[src/rtl/rsp_ldbar32_seq_if.sv]
// Write-load request channel: valid/ready handshake that carries
// a target register index or a broadcast flag.
interface rsp_ldbar32_seq_if;
  logic       wr_valid;
  logic       wr_ready;
  logic [4:0] wr_addr;
  logic       wr_all;

  modport master (output wr_valid, output wr_addr, output wr_all, input wr_ready);
  modport slave  (input wr_valid, input wr_addr, input wr_all, output wr_ready);
endinterface

[src/rtl/rsp_ldbar32_seq.sv]
// Queues load requests in a 2-entry FIFO and issues them as one-cycle,
// active-low per-register load strobes, with hold and issue counting.
module rsp_ldbar32_seq (
  input  logic                    clk,
  input  logic                    reset,
  rsp_ldbar32_seq_if.slave        wr,
  input  logic                    ld_hold,
  output logic [31:0]             ld_bar,
  output logic                    ld_busy,
  output logic [7:0]              ld_cnt
);

  logic       fifo_all_reg  [2];
  logic [4:0] fifo_addr_reg [2];

  logic [1:0]  occ_reg, occ_next;
  logic        wr_ptr_reg, rd_ptr_reg;
  logic [31:0] ld_bar_reg, ld_bar_next;
  logic [7:0]  ld_cnt_reg;

  logic        push, pop;
  logic        head_all;
  logic [4:0]  head_addr;
  logic [31:0] strobe_mask;

  // Ready depends only on occupancy, never on a same-cycle pop.
  assign wr.wr_ready = (occ_reg != 2'd2);
  assign push        = wr.wr_valid && wr.wr_ready;
  assign pop         = (occ_reg != 2'd0) && !ld_hold;

  assign head_all  = fifo_all_reg[rd_ptr_reg];
  assign head_addr = fifo_addr_reg[rd_ptr_reg];

  genvar gi;
  generate
    for (gi = 0; gi < 32; gi = gi + 1) begin : g_strobe
      assign strobe_mask[gi] = !(head_all || (head_addr == 5'(gi)));
    end
  endgenerate

  always_comb begin
    occ_next    = occ_reg;
    ld_bar_next = 32'hFFFF_FFFF;
    case ({push, pop})
      2'b10:   occ_next = occ_reg + 2'd1;
      2'b01:   occ_next = occ_reg - 2'd1;
      default: occ_next = occ_reg;
    endcase
    if (pop) begin
      ld_bar_next = strobe_mask;
    end
  end

  always_ff @(posedge clk or posedge reset) begin
    if (reset) begin
      occ_reg    <= 2'd0;
      wr_ptr_reg <= 1'b0;
      rd_ptr_reg <= 1'b0;
      ld_bar_reg <= 32'hFFFF_FFFF;
      ld_cnt_reg <= 8'd0;
    end else begin
      occ_reg    <= occ_next;
      ld_bar_reg <= ld_bar_next;
      if (push) begin
        wr_ptr_reg <= ~wr_ptr_reg;
      end
      if (pop) begin
        rd_ptr_reg <= ~rd_ptr_reg;
        ld_cnt_reg <= ld_cnt_reg + 8'd1;
      end
    end
  end

  // Entry storage needs no reset: pointers and occupancy gate every read.
  always_ff @(posedge clk) begin
    if (push) begin
      fifo_all_reg[wr_ptr_reg]  <= wr.wr_all;
      fifo_addr_reg[wr_ptr_reg] <= wr.wr_addr;
    end
  end

  assign ld_bar  = ld_bar_reg;
  assign ld_cnt  = ld_cnt_reg;
  assign ld_busy = (occ_reg != 2'd0) || (ld_bar_reg != 32'hFFFF_FFFF);

endmodule

[src/flat_wrapper.sv]
// flat-port wrapper written by rule: the top's interface ports become plain ports
module rsp_ldbar32_seq_flat 
  (clk, reset, ld_hold, ld_bar, ld_busy, ld_cnt, wr_wr_valid, wr_wr_addr, wr_wr_all, wr_wr_ready);
  rsp_ldbar32_seq_if wr_i ();
  input  logic clk;
  input  logic reset;
  input  logic ld_hold;
  output logic [31:0] ld_bar;
  output logic ld_busy;
  output logic [7:0] ld_cnt;
  input wire logic [$bits(wr_i.wr_valid)-1:0] wr_wr_valid;
  input wire logic [$bits(wr_i.wr_addr)-1:0] wr_wr_addr;
  input wire logic [$bits(wr_i.wr_all)-1:0] wr_wr_all;
  output wire logic [$bits(wr_i.wr_ready)-1:0] wr_wr_ready;
  assign wr_i.wr_valid = wr_wr_valid;
  assign wr_i.wr_addr = wr_wr_addr;
  assign wr_i.wr_all = wr_wr_all;
  assign wr_wr_ready = wr_i.wr_ready;
  rsp_ldbar32_seq u_core (.clk(clk), .reset(reset), .wr(wr_i), .ld_hold(ld_hold), .ld_bar(ld_bar), .ld_busy(ld_busy), .ld_cnt(ld_cnt));
endmodule
[config.mk]
export PLATFORM = sky130hd
export DESIGN_NAME = rsp_ldbar32_seq_flat
export DESIGN_NICKNAME = d
export VERILOG_FILES = /design/src/rtl/rsp_ldbar32_seq_if.sv /design/src/rtl/rsp_ldbar32_seq.sv /design/src/flat_wrapper.sv
export SDC_FILE = /design/constraint.sdc
export NUM_CORES = 1
export LEC_CHECK = 0
export CAP_MARGIN = 30
export CORE_MARGIN = 5
export CORE_UTILIZATION = 46
export CTS_CLUSTER_SIZE = 24
export DETAILED_ROUTE_END_ITERATION = 16
export PLACE_DENSITY_LB_ADDON = 0.25
export SLEW_MARGIN = 20
export SYNTH_ARGS = -nofsm -noshare
export SYNTH_HDL_FRONTEND = slang
export SYNTH_SLANG_ARGS = --single-unit
export TNS_END_PERCENT = 5
[constraint.sdc]
create_clock -name clk -period 1.5 [get_ports clk]
set_input_delay 0.3 -clock clk [delete_from_list [all_inputs] [get_ports clk]]
set_output_delay 0.3 -clock clk [all_outputs]
set_load 0.05 [all_outputs]
==> flow_metrics.py, run 1 <==
metrics = {
    "hold_path": {
        "worstHoldPathType": "input port to async pin",
    },
    "global_routing": {
        "antenna_found_initial": 0,
        "grt_use_total_pct": 18.1,
        "grt_max_degree": 45,
        "grt_pass1_vias": 2029,
        "grt_pass1_wl_mm": 10.2,
        "gr-total-overflow": 0,
    },
    "synthesis": {
        "synthMuxAreaShare_pct": 0.899,
        "synth_seq_cells": 56,
        "syn-cell-area_mm2": 0.00250,
        "synth_fa_ha_area_share_pct": 0.999,
        "avgSynthCellArea_um2": 12.4,
        "synth_fp_nets": 214,
        "netlist-cell-type-count": 33,
        "synth_compound_area_share_pct": 16.4,
        "synth_xor_area_share_pct": 4.20,
        "synthSimpleGateAreaFrac_pct": 15.0,
        "yosys_warnings": 0,
        "syn_inst": 202,
        "ys_seq_area_share_pct": 59.9,
        "synth_top_family_by_area": "compound AO/OA/AOI/OAI gates",
    },
    "timing": {
        "rsz0062_at_grt": "yes",
        "final.setup.tns_ns": -0.416,
        "hold_viol_final": 0,
        "worst_pin_slew_ns": 0.463,
        "timing.final.crit_share_pct": 128,
        "setup_viol_count_final": 1,
        "maxSlewViolCount": 0,
        "timing.final.ws_setup_ns": -0.416,
        "slew_headroom_pct": 69.1,
        "fin_skew_ns": 0.00725,
        "max_freq_ghz": 0.522,
        "min_period_ns": 1.92,
    },
    "clocking": {
        "clk_path_buf_depth": 2,
        "cts_tree": "done",
        "clock_latency_ns": 0.31,
        "clkTransAtPathRegs_ns": 0.09,
        "htreeDepth": 2,
        "cts_buffers": 5,
        "hold_buffers": 0,
        "ctsRootBufferMaster": "clkbuf_8",
        "post_cts_buffers": 0,
        "clock-sinks": 56,
    },
    "critical_path": {
        "reg2reg_depth": 3,
        "r2r_start": "u_core.fifo_addr_reg[0][4]$_DFFE_PP_",
        "r2r-end": "u_core.ld_bar[4]$_DFF_PP1_",
        "critical_path_class": "flip-flop to output port",
        "arrival_ns": 1.62,
        "critPathCaptureType": "output port",
        "path_max_fanout": 2,
        "cp.required_ns": 1.20,
        "reg2reg_setup_slack_ns": 0,
        "start_kind": "flip-flop",
    },
    "placement": {
        "dp.cells": 355,
        "io_buffers": 51,
        "placed_area_mm2": 0.00381,
        "hpwlAfterDp_mm": 4.53,
        "finalWeightedCongestion": 0.900,
    },
    "final_layout": {
        "fillers": 336,
        "area_growth_pct": 59.3,
        "final_common_cell": "buf_4",
        "diodes": 0,
        "largest_register_ffs": 32,
        "final_nets": 304,
        "multiInputGateArea_mm2": 0.00105,
        "final_cell_area_mm2": 0.00399,
        "drive_above_1_share_pct": 52.2,
        "layout_common_cells": "43 x buf_4, 42 x buf_12, 32 x o21ai_1, 32 x dfstp_2, 19 x a22oi_1",
        "instances_no_fill": 363,
        "register_area_mm2": 0.00150,
    },
    "die": {
        "fp.dieArea_mm2": 0.00702,
        "io_pins": 52,
        "die-height_um": 83.8,
        "dieWidth_um": 83.8,
        "rows": 26,
        "core_area_mm2": 0.00520,
        "start_util_pct": 48.1,
    },
    "power_and_ir_drop": {
        "p_per_area_mw_per_mm2": 2190,
        "leakage_nw": 1.58,
        "totalPowerFinal_mw": 8.76,
        "ir_worst_vdd_v": 0.00133,
    },
    "routing": {
        "viasPerCell": 5.64,
        "drt_pass1_iterations": 4,
        "wirelength_mm": 6.16,
        "drc": 0,
        "vias": 2047,
        "wl_per_cell_um": 17.0,
        "antenna_left": 0,
        "drt_iter0_markers": 171,
    },
    "run_status": {
        "violations": "setup timing",
        "status": "complete, but fails checks",
    },
    "run": {
        "cap_violations": 0,
    },
}
==> synthesized netlist by cell type (all sizes together) <==
| library cell | number | area [um2] |
|---|---|---|
| a22oi | 32 | 240 |
| dfstp | 32 | 841 |
| o21ai | 32 | 160 |
| dfrtp | 12 | 300 |
| edfxtp | 12 | 360 |
| nand4 | 10 | 62.6 |
| xnor2 | 9 | 78.8 |
| clkbuf | 8 | 30.0 |
| nand2 | 5 | 18.8 |
| nand4bb | 5 | 56.3 |
| buf | 4 | 26.3 |
| nand4b | 4 | 35.0 |
| or4b | 4 | 51.3 |
| nand3 | 3 | 15.0 |
| nand3b | 3 | 22.5 |
| nor2 | 3 | 11.3 |
| or3b | 3 | 26.3 |
| xor2 | 3 | 26.3 |
| and3 | 2 | 12.5 |
| ha | 2 | 25.0 |
| inv | 2 | 7.50 |
| mux2 | 2 | 22.5 |
| nor3 | 2 | 10.0 |
| nor4 | 2 | 12.5 |
| or3 | 2 | 12.5 |
| nand2b | 1 | 6.26 |
| o21bai | 1 | 11.3 |
| or4 | 1 | 11.3 |
| or4bb | 1 | 11.3 |
==> power by group <==
part           leakage (nW)  internal, mW  switching, mW
combinational         0.943          2.50           2.73
sequential            0.596          2.28          0.479
clock                0.0395         0.333          0.439
total                  1.58          5.11           3.64
==> cell type report <==
type / count / share of cell area [%]
Tap cell: 70 / 2.20
Multi-Input combinational cell: 132 / 26.2
Sequential cell: 56 / 37.7
Timing Repair Buffer: 95 / 31.7
Clock buffer: 8 / 2.01
Inverter: 2 / 0.188
==> metrics by stage <==
step	utilization, %	hold slack (ns)	setup WS [ns]
6_report	76.7	0.351	-0.416
5_1_grt	76.7	0.387	-0.494
4_1_cts	75.5	0.371	-0.444
3_5_place_dp	73.2	0.490	-0.182
3_3_place_gp	73.2	0.476	-0.142
2_1_floorplan	-	0.399	-0.205
==> cells by family (layout without fill, tap and decap cells) <==
group                      Yosys count  after routing
DFF                                 56             56
AOI/OAI and AO/OA                   65             65
and+or+nand+nor                     51             51
adders and majority gates            2              2
xor gates and xnor gates            12             12
buffers and inverters               14            105
muxes                                2              2
==> what timing repair did <==
action | in CTS | in global routing
hold endpoints to repair | 0 | 0
setup endpoints to repair | 8 | 35
pin swaps | 1 | 7
resized for setup | 8 | 14
==> layer usage <==
metal,track usage [%],share of wire [%],up-vias
li1,-,-,963
met4,5.99,2.1,0
met1,23.0,41,991
met3,4.15,6.6,12
met5,0,0,-
met2,30.4,50,81
==> critical path: stages, from the launching register on <==
cell and delay [ns]:
dfstp_2 0.54, nand4_1 0.13, nor4_2 0.37, nand3_2 0.11, buf_6 0.16
==> worst max-delay path by stage <==
stage                                     start                             to  slack, ns  cells after the start
finish              u_core.ld_bar[16]$_DFF_PP1_                        ld_busy      -0.42                      4
global route         u_core.ld_bar[6]$_DFF_PP1_                        ld_busy      -0.49                      4
CTS                 u_core.ld_bar[16]$_DFF_PP1_                        ld_busy      -0.44                      4
detailed placement                      ld_hold  u_core.occ_reg[1]$_DFFE_PP0P_      -0.18                      6
global placement                        ld_hold   u_core.ld_cnt[7]$_DFFE_PP0N_      -0.14                      4
floorplan            u_core.ld_bar[2]$_DFF_PP1_                        ld_busy      -0.21                      3
Note: power is estimated with default switching activity, not from simulation.
==> run 2: changes to the inputs <==
==> constraint.sdc (replaced) <==
create_clock -name clk -period 1.5 [get_ports clk]
set_input_delay 0.15 -clock clk [delete_from_list [all_inputs] [get_ports clk]]
set_output_delay 0.15 -clock clk [all_outputs]
set_load 0.05 [all_outputs]
==> run 2 against run 1 <==
Net effect: the run still ends with setup timing left; setup slack better by 0.14 ns; power down 4.7%; die area unchanged; cell count down 4.4%; utilization down 4.5 points; sequential power up 2%; critical endpoint unchanged; largest cell class unchanged.
==> flow_metrics.py, run 2 (synthesized netlist as in run 1, its figures left out) <==
metrics = {
    "die": {
        "rows": 26,
        "die-height_um": 83.8,
        "io_pins": 52,
        "start_util_pct": 48.1,
        "dieWidth_um": 83.8,
        "fp.dieArea_mm2": 0.00702,
        "core_area_mm2": 0.00520,
    },
    "timing": {
        "fin_skew_ns": 0.00753,
        "hold_viol_final": 0,
        "worst_pin_slew_ns": 0.402,
        "timing.final.ws_setup_ns": -0.273,
        "rsz0062_at_grt": "yes",
        "maxSlewViolCount": 0,
        "slew_headroom_pct": 73.2,
        "holdWs_ns": 0.197,
        "setup_viol_count_final": 1,
        "max_freq_ghz": 0.564,
        "timing.final.crit_share_pct": 118,
        "min_period_ns": 1.77,
        "final.setup.tns_ns": -0.273,
    },
    "critical_path": {
        "reg2reg_setup_slack_ns": 0.01,
        "start_kind": "flip-flop",
        "path_max_fanout": 2,
        "setup.worst_path.start": "u_core.ld_bar[7]$_DFF_PP1_",
        "arrival_ns": 1.62,
        "r2r-end": "u_core.ld_bar[27]$_DFF_PP1_",
        "cp.required_ns": 1.35,
        "critPathCaptureType": "output port",
        "r2r_start": "u_core.rd_ptr_reg$_DFFE_PP0N_",
        "reg2reg_depth": 4,
        "critical_path_class": "flip-flop to output port",
    },
    "final_layout": {
        "instances_no_fill": 347,
        "diodes": 0,
        "drive_above_1_share_pct": 46.9,
        "final_common_cell": "buf_12",
        "final_nets": 288,
        "fin_util_pct": 72.2,
        "final_cell_area_mm2": 0.00376,
        "area_growth_pct": 50.0,
        "largest_register_ffs": 32,
        "layout_common_cells": "35 x buf_12, 33 x buf_4, 32 x a22oi_1, 32 x o21ai_1, 32 x dfstp_2",
    },
    "clocking": {
        "clkTransAtPathRegs_ns": 0.09,
        "clk_path_buf_depth": 2,
        "clock-sinks": 56,
        "ctsRootBufferMaster": "clkbuf_8",
        "cts_tree": "done",
        "hold_buffers": 0,
        "clock_latency_ns": 0.30,
        "htreeDepth": 2,
        "cts_buffers": 5,
    },
    "placement": {
        "finalWeightedCongestion": 0.836,
        "place_ws_ns": -0.0983,
        "dp.cells": 335,
        "io_buffers": 51,
        "placed_area_mm2": 0.00359,
        "hpwlAfterDp_mm": 4.33,
    },
    "power_and_ir_drop": {
        "leakage_nw": 1.49,
        "totalPowerFinal_mw": 8.34,
        "p_per_area_mw_per_mm2": 2220,
        "ir_worst_vdd_v": 0.00119,
    },
    "routing": {
        "drt_iter0_markers": 195,
        "wirelength_mm": 5.73,
        "wl_per_cell_um": 16.5,
        "viasPerCell": 5.71,
        "vias": 1980,
        "drc": 0,
        "drt_pass1_iterations": 4,
        "antenna_left": 0,
    },
    "run_status": {
        "violations": "setup timing",
        "status": "complete, but fails checks",
    },
    "global_routing": {
        "grt_pass1_wl_mm": 9.67,
        "grt_use_total_pct": 16.9,
        "gr-total-overflow": 0,
        "grt_pass1_vias": 1917,
        "grt_max_degree": 45,
        "antenna_found_initial": 0,
    },
    "hold_path": {
        "worstHoldPathType": "input port to async pin",
    },
    "run": {
        "cap_violations": 0,
    },
}
-- run 2: cell types whose count changed in the layout (fill, tap and decap cells not counted), sizes merged --
cell	delta
buf	-16
clkbuf	-1
clkinv	+1
-- run 2: timing repair --
item / in CTS / in global routing
endpoints found under the setup margin: 33 / 28
pin swaps: 2 / 4
buffers inserted: 4 / 0
endpoints found under the hold margin: 0 / 0
resized for setup: 4 / 10
-- run 2: critical path, stage by stage, from the launching register on --
cell and delay, ns:
dfstp_2 0.54, nand4_1 0.15, nor4_4 0.35, nand3_2 0.11
buf_6 0.17
-- run 2: where the power goes --
part	total [mW]	switching [mW]	internal, mW
Clock	0.767	0.438	0.329
Sequential	2.81	0.523	2.29
Combinational	4.76	2.57	2.19
Total	8.34	3.53	4.81
-- run 2: worst max-delay path by stage --
| stage | to | slack (ns) |
|---|---|---|
| 2_1_floorplan | ld_busy | -0.06 |
| 3_3_place_gp | u_core.ld_bar[15]$_DFF_PP1_ | -0.05 |
| 3_5_place_dp | u_core.ld_bar[18]$_DFF_PP1_ | -0.1 |
| 4_1_cts | ld_busy | -0.29 |
| 5_1_grt | ld_busy | -0.34 |
| 6_report | ld_busy | -0.27 |
-- run 2: cell type report --
cell class,instances,area [um2]
inverter,2,7.51
multi-input combinational,132,1020
fill,353,1450
timing repair buffer,79,1060
clock buffer,7,76.3
sequential,56,1500
clock inverter,1,5.00
tap,70,87.6
-- run 2: per-layer routing --
layer | part of all wire [%] | up-vias | GRT usage [%]
met4 | 1.4 | 0 | 5.41
met2 | 53 | 78 | 29.2
met3 | 5.2 | 7 | 3.16
li1 | - | 929 | -
met5 | 0 | - | 0
met1 | 40 | 966 | 21.4
==> run 3: changes to the inputs <==
--- a/config.mk
+++ b/config.mk
@@ -10,7 +10,7 @@
 export CORE_UTILIZATION = 46
 export CTS_CLUSTER_SIZE = 24
 export DETAILED_ROUTE_END_ITERATION = 16
-export PLACE_DENSITY_LB_ADDON = 0.25
+export PLACE_DENSITY = 0.76
 export SLEW_MARGIN = 20
 export SYNTH_ARGS = -nofsm -noshare
 export SYNTH_HDL_FRONTEND = slang
==> run 3 against run 2 <==
Net effect: the flow still finishes with violations (setup timing); sequential share of layout area grew 0.31 points; clock-buffer cell count shrank 2; final area shrank 0.77%; largest power group unchanged; critical path depth is the same; clock power grew 30%; global-route usage grew 0.47 points; cell count shrank 1.4%; largest cell class unchanged; clock skew grew 0.00089 ns; die area is the same; setup slack lost 0.015 ns; maximum frequency shrank 0.85%.
==> flow_metrics.py, run 3 (synthesized netlist as in run 1, its figures left out) <==
metrics = {
    "clocking": {
        "htreeDepth": 2,
        "ctsRootBufferMaster": "clkbuf_8",
        "clkTransAtPathRegs_ns": 0.10,
        "cts_tree": "done",
        "clock_latency_ns": 0.31,
        "clk_path_buf_depth": 2,
        "clock-sinks": 56,
        "cts_buffers": 5,
    },
    "routing": {
        "viasPerCell": 5.75,
        "drt_pass1_iterations": 5,
        "antenna_left": 0,
        "drt_iter0_markers": 228,
        "vias": 1966,
        "wirelength_mm": 5.84,
        "drc": 0,
        "wl_per_cell_um": 17.1,
    },
    "global_routing": {
        "grt_use_total_pct": 17.4,
        "grt_max_degree": 45,
        "gr-total-overflow": 0,
        "grt_pass1_vias": 2011,
        "antenna_found_initial": 0,
        "grt_pass1_wl_mm": 9.83,
    },
    "power_and_ir_drop": {
        "p_per_area_mw_per_mm2": 2260,
        "totalPowerFinal_mw": 8.44,
        "swShare_pct": 42.2,
        "ir_worst_vdd_v": 0.00116,
        "switching_power_mw": 3.56,
        "p_int_mw": 4.88,
        "p_comb_share_pct": 54.7,
        "p_seq_share_pct": 33.5,
        "leakage_nw": 1.48,
        "clockPowerShare_pct": 11.8,
    },
    "final_layout": {
        "fin_util_pct": 71.6,
        "drive_above_1_share_pct": 45.2,
        "diodes": 0,
        "final_cell_area_mm2": 0.00373,
        "final_nets": 283,
        "final_common_cell": "buf_12",
        "layout_common_cells": "35 x buf_12, 32 x o21ai_1, 32 x dfstp_2, 30 x a22oi_1, 29 x buf_4",
        "largest_register_ffs": 32,
        "area_growth_pct": 48.9,
    },
    "timing": {
        "timing.final.ws_setup_ns": -0.288,
        "min_period_ns": 1.79,
        "setup_viol_count_final": 1,
        "timing.final.crit_share_pct": 119,
        "maxSlewViolCount": 0,
        "slew_headroom_pct": 62.8,
        "max_freq_ghz": 0.559,
        "final.setup.tns_ns": -0.288,
        "rsz0062_at_grt": "yes",
        "hold_viol_final": 0,
        "fin_skew_ns": 0.00842,
        "worst_pin_slew_ns": 0.558,
    },
    "critical_path": {
        "slowest_delay_ns": 0.55,
        "critical_path_class": "flip-flop to output port",
        "critPathCaptureType": "output port",
        "r2r_start": "u_core.fifo_addr_reg[0][3]$_DFFE_PP_",
        "r2r-end": "u_core.ld_bar[4]$_DFF_PP1_",
        "path_cells": "nand4_1, nor4_4, nand3_2, buf_6",
        "cp.required_ns": 1.35,
        "reg2reg_depth": 3,
        "crit_path_top_delay_cell": "dfstp_2",
        "reg2reg_setup_slack_ns": 0.02,
        "path_max_fanout": 2,
        "arrival_ns": 1.64,
        "start_kind": "flip-flop",
    },
    "placement": {
        "place_ws_ns": -0.0744,
        "finalWeightedCongestion": 0.840,
        "io_buffers": 51,
        "placed_area_mm2": 0.00355,
        "hpwlAfterDp_mm": 4.42,
    },
    "die": {
        "start_util_pct": 48.1,
        "die-height_um": 83.8,
        "rows": 26,
        "fp.dieArea_mm2": 0.00702,
        "io_pins": 52,
        "core_area_mm2": 0.00520,
        "dieWidth_um": 83.8,
    },
    "run_status": {
        "violations": "setup timing",
        "status": "complete, but fails checks",
    },
    "hold_path": {
        "worstHoldPathType": "input port to async pin",
    },
    "run": {
        "cap_violations": 0,
    },
}
==> run 3: cell count changes in the layout (fill, tap and decap cells not counted), sizes merged <==
cell | before | now
clkinv | 1 | 2
bufinv | 0 | 1
buf | 70 | 65
clkbuf | 7 | 5
==> run 3: worst max path at each step <==
stage,start,end,slack [ns],cells past startpoint
global route,u_core.ld_bar[4]$_DFF_PP1_,ld_busy,-0.34,4
global placement,u_core.ld_bar[4]$_DFF_PP1_,ld_busy,0.005,4
floorplan,u_core.ld_bar[2]$_DFF_PP1_,ld_busy,-0.06,3
detailed placement,u_core.rd_ptr_reg$_DFFE_PP0N_,u_core.ld_bar[17]$_DFF_PP1_,-0.07,3
CTS,u_core.ld_bar[16]$_DFF_PP1_,ld_busy,-0.30,4
finish,u_core.ld_bar[4]$_DFF_PP1_,ld_busy,-0.29,4
==> run 3: power by group through the flow <==
stage               sequential (mW)  clock, mW  combinational (mW)
floorplan                      4.02          0                1.25
global placement               2.84          0                4.41
detailed placement             2.87          0                4.51
CTS                            2.82       1.01                4.64
global route                   2.91       1.06                4.84
finish                         2.83      0.998                4.62
==> run 3: routing by layer <==
layer | share of wire (%) | up-vias | wire length, um | global-route usage [%]
met3 | 6.3 | 11 | 366 | 3.46
met5 | 0 | - | 0 | 0
met2 | 54 | 83 | 3130 | 31.2
li1 | - | 927 | - | -
met1 | 38 | 945 | 2220 | 19.9
met4 | 2.1 | 0 | 124 | 7.46
==> run 3: repair_timing <==
action	CTS	global route
gates cloned	0	0
setup endpoints to repair	9	21
pin swaps	3	1
hold buffers	0	0
gates resized for setup	5	3
hold endpoints to repair	0	0
buffers inserted	4	0
==> run 3: cell type report <==
type | instances | area (um2)
flip-flops and latches | 56 | 1500
well taps | 70 | 87.6
clock inverters | 3 | 47.5
multi-input cells | 132 | 993
inverters | 2 | 7.51
clock buffers | 5 | 68.8
fillers | 383 | 1480
repair buffers | 74 | 1020
==> run 3: worst max-delay path: cells and delay by family, from the launching register on <==
kind / cells / cell delay, ns
buf+inv: 1 / 0.17
simple gates: 3 / 0.61
flops: 1 / 0.55
==> run 3: metrics by stage <==
step                std cells  hold WS (ns)
floorplan                 202         0.249
global route              342         0.215
detailed placement        330         0.474
CTS                       342         0.202
finish                    342         0.192
global placement          330         0.461
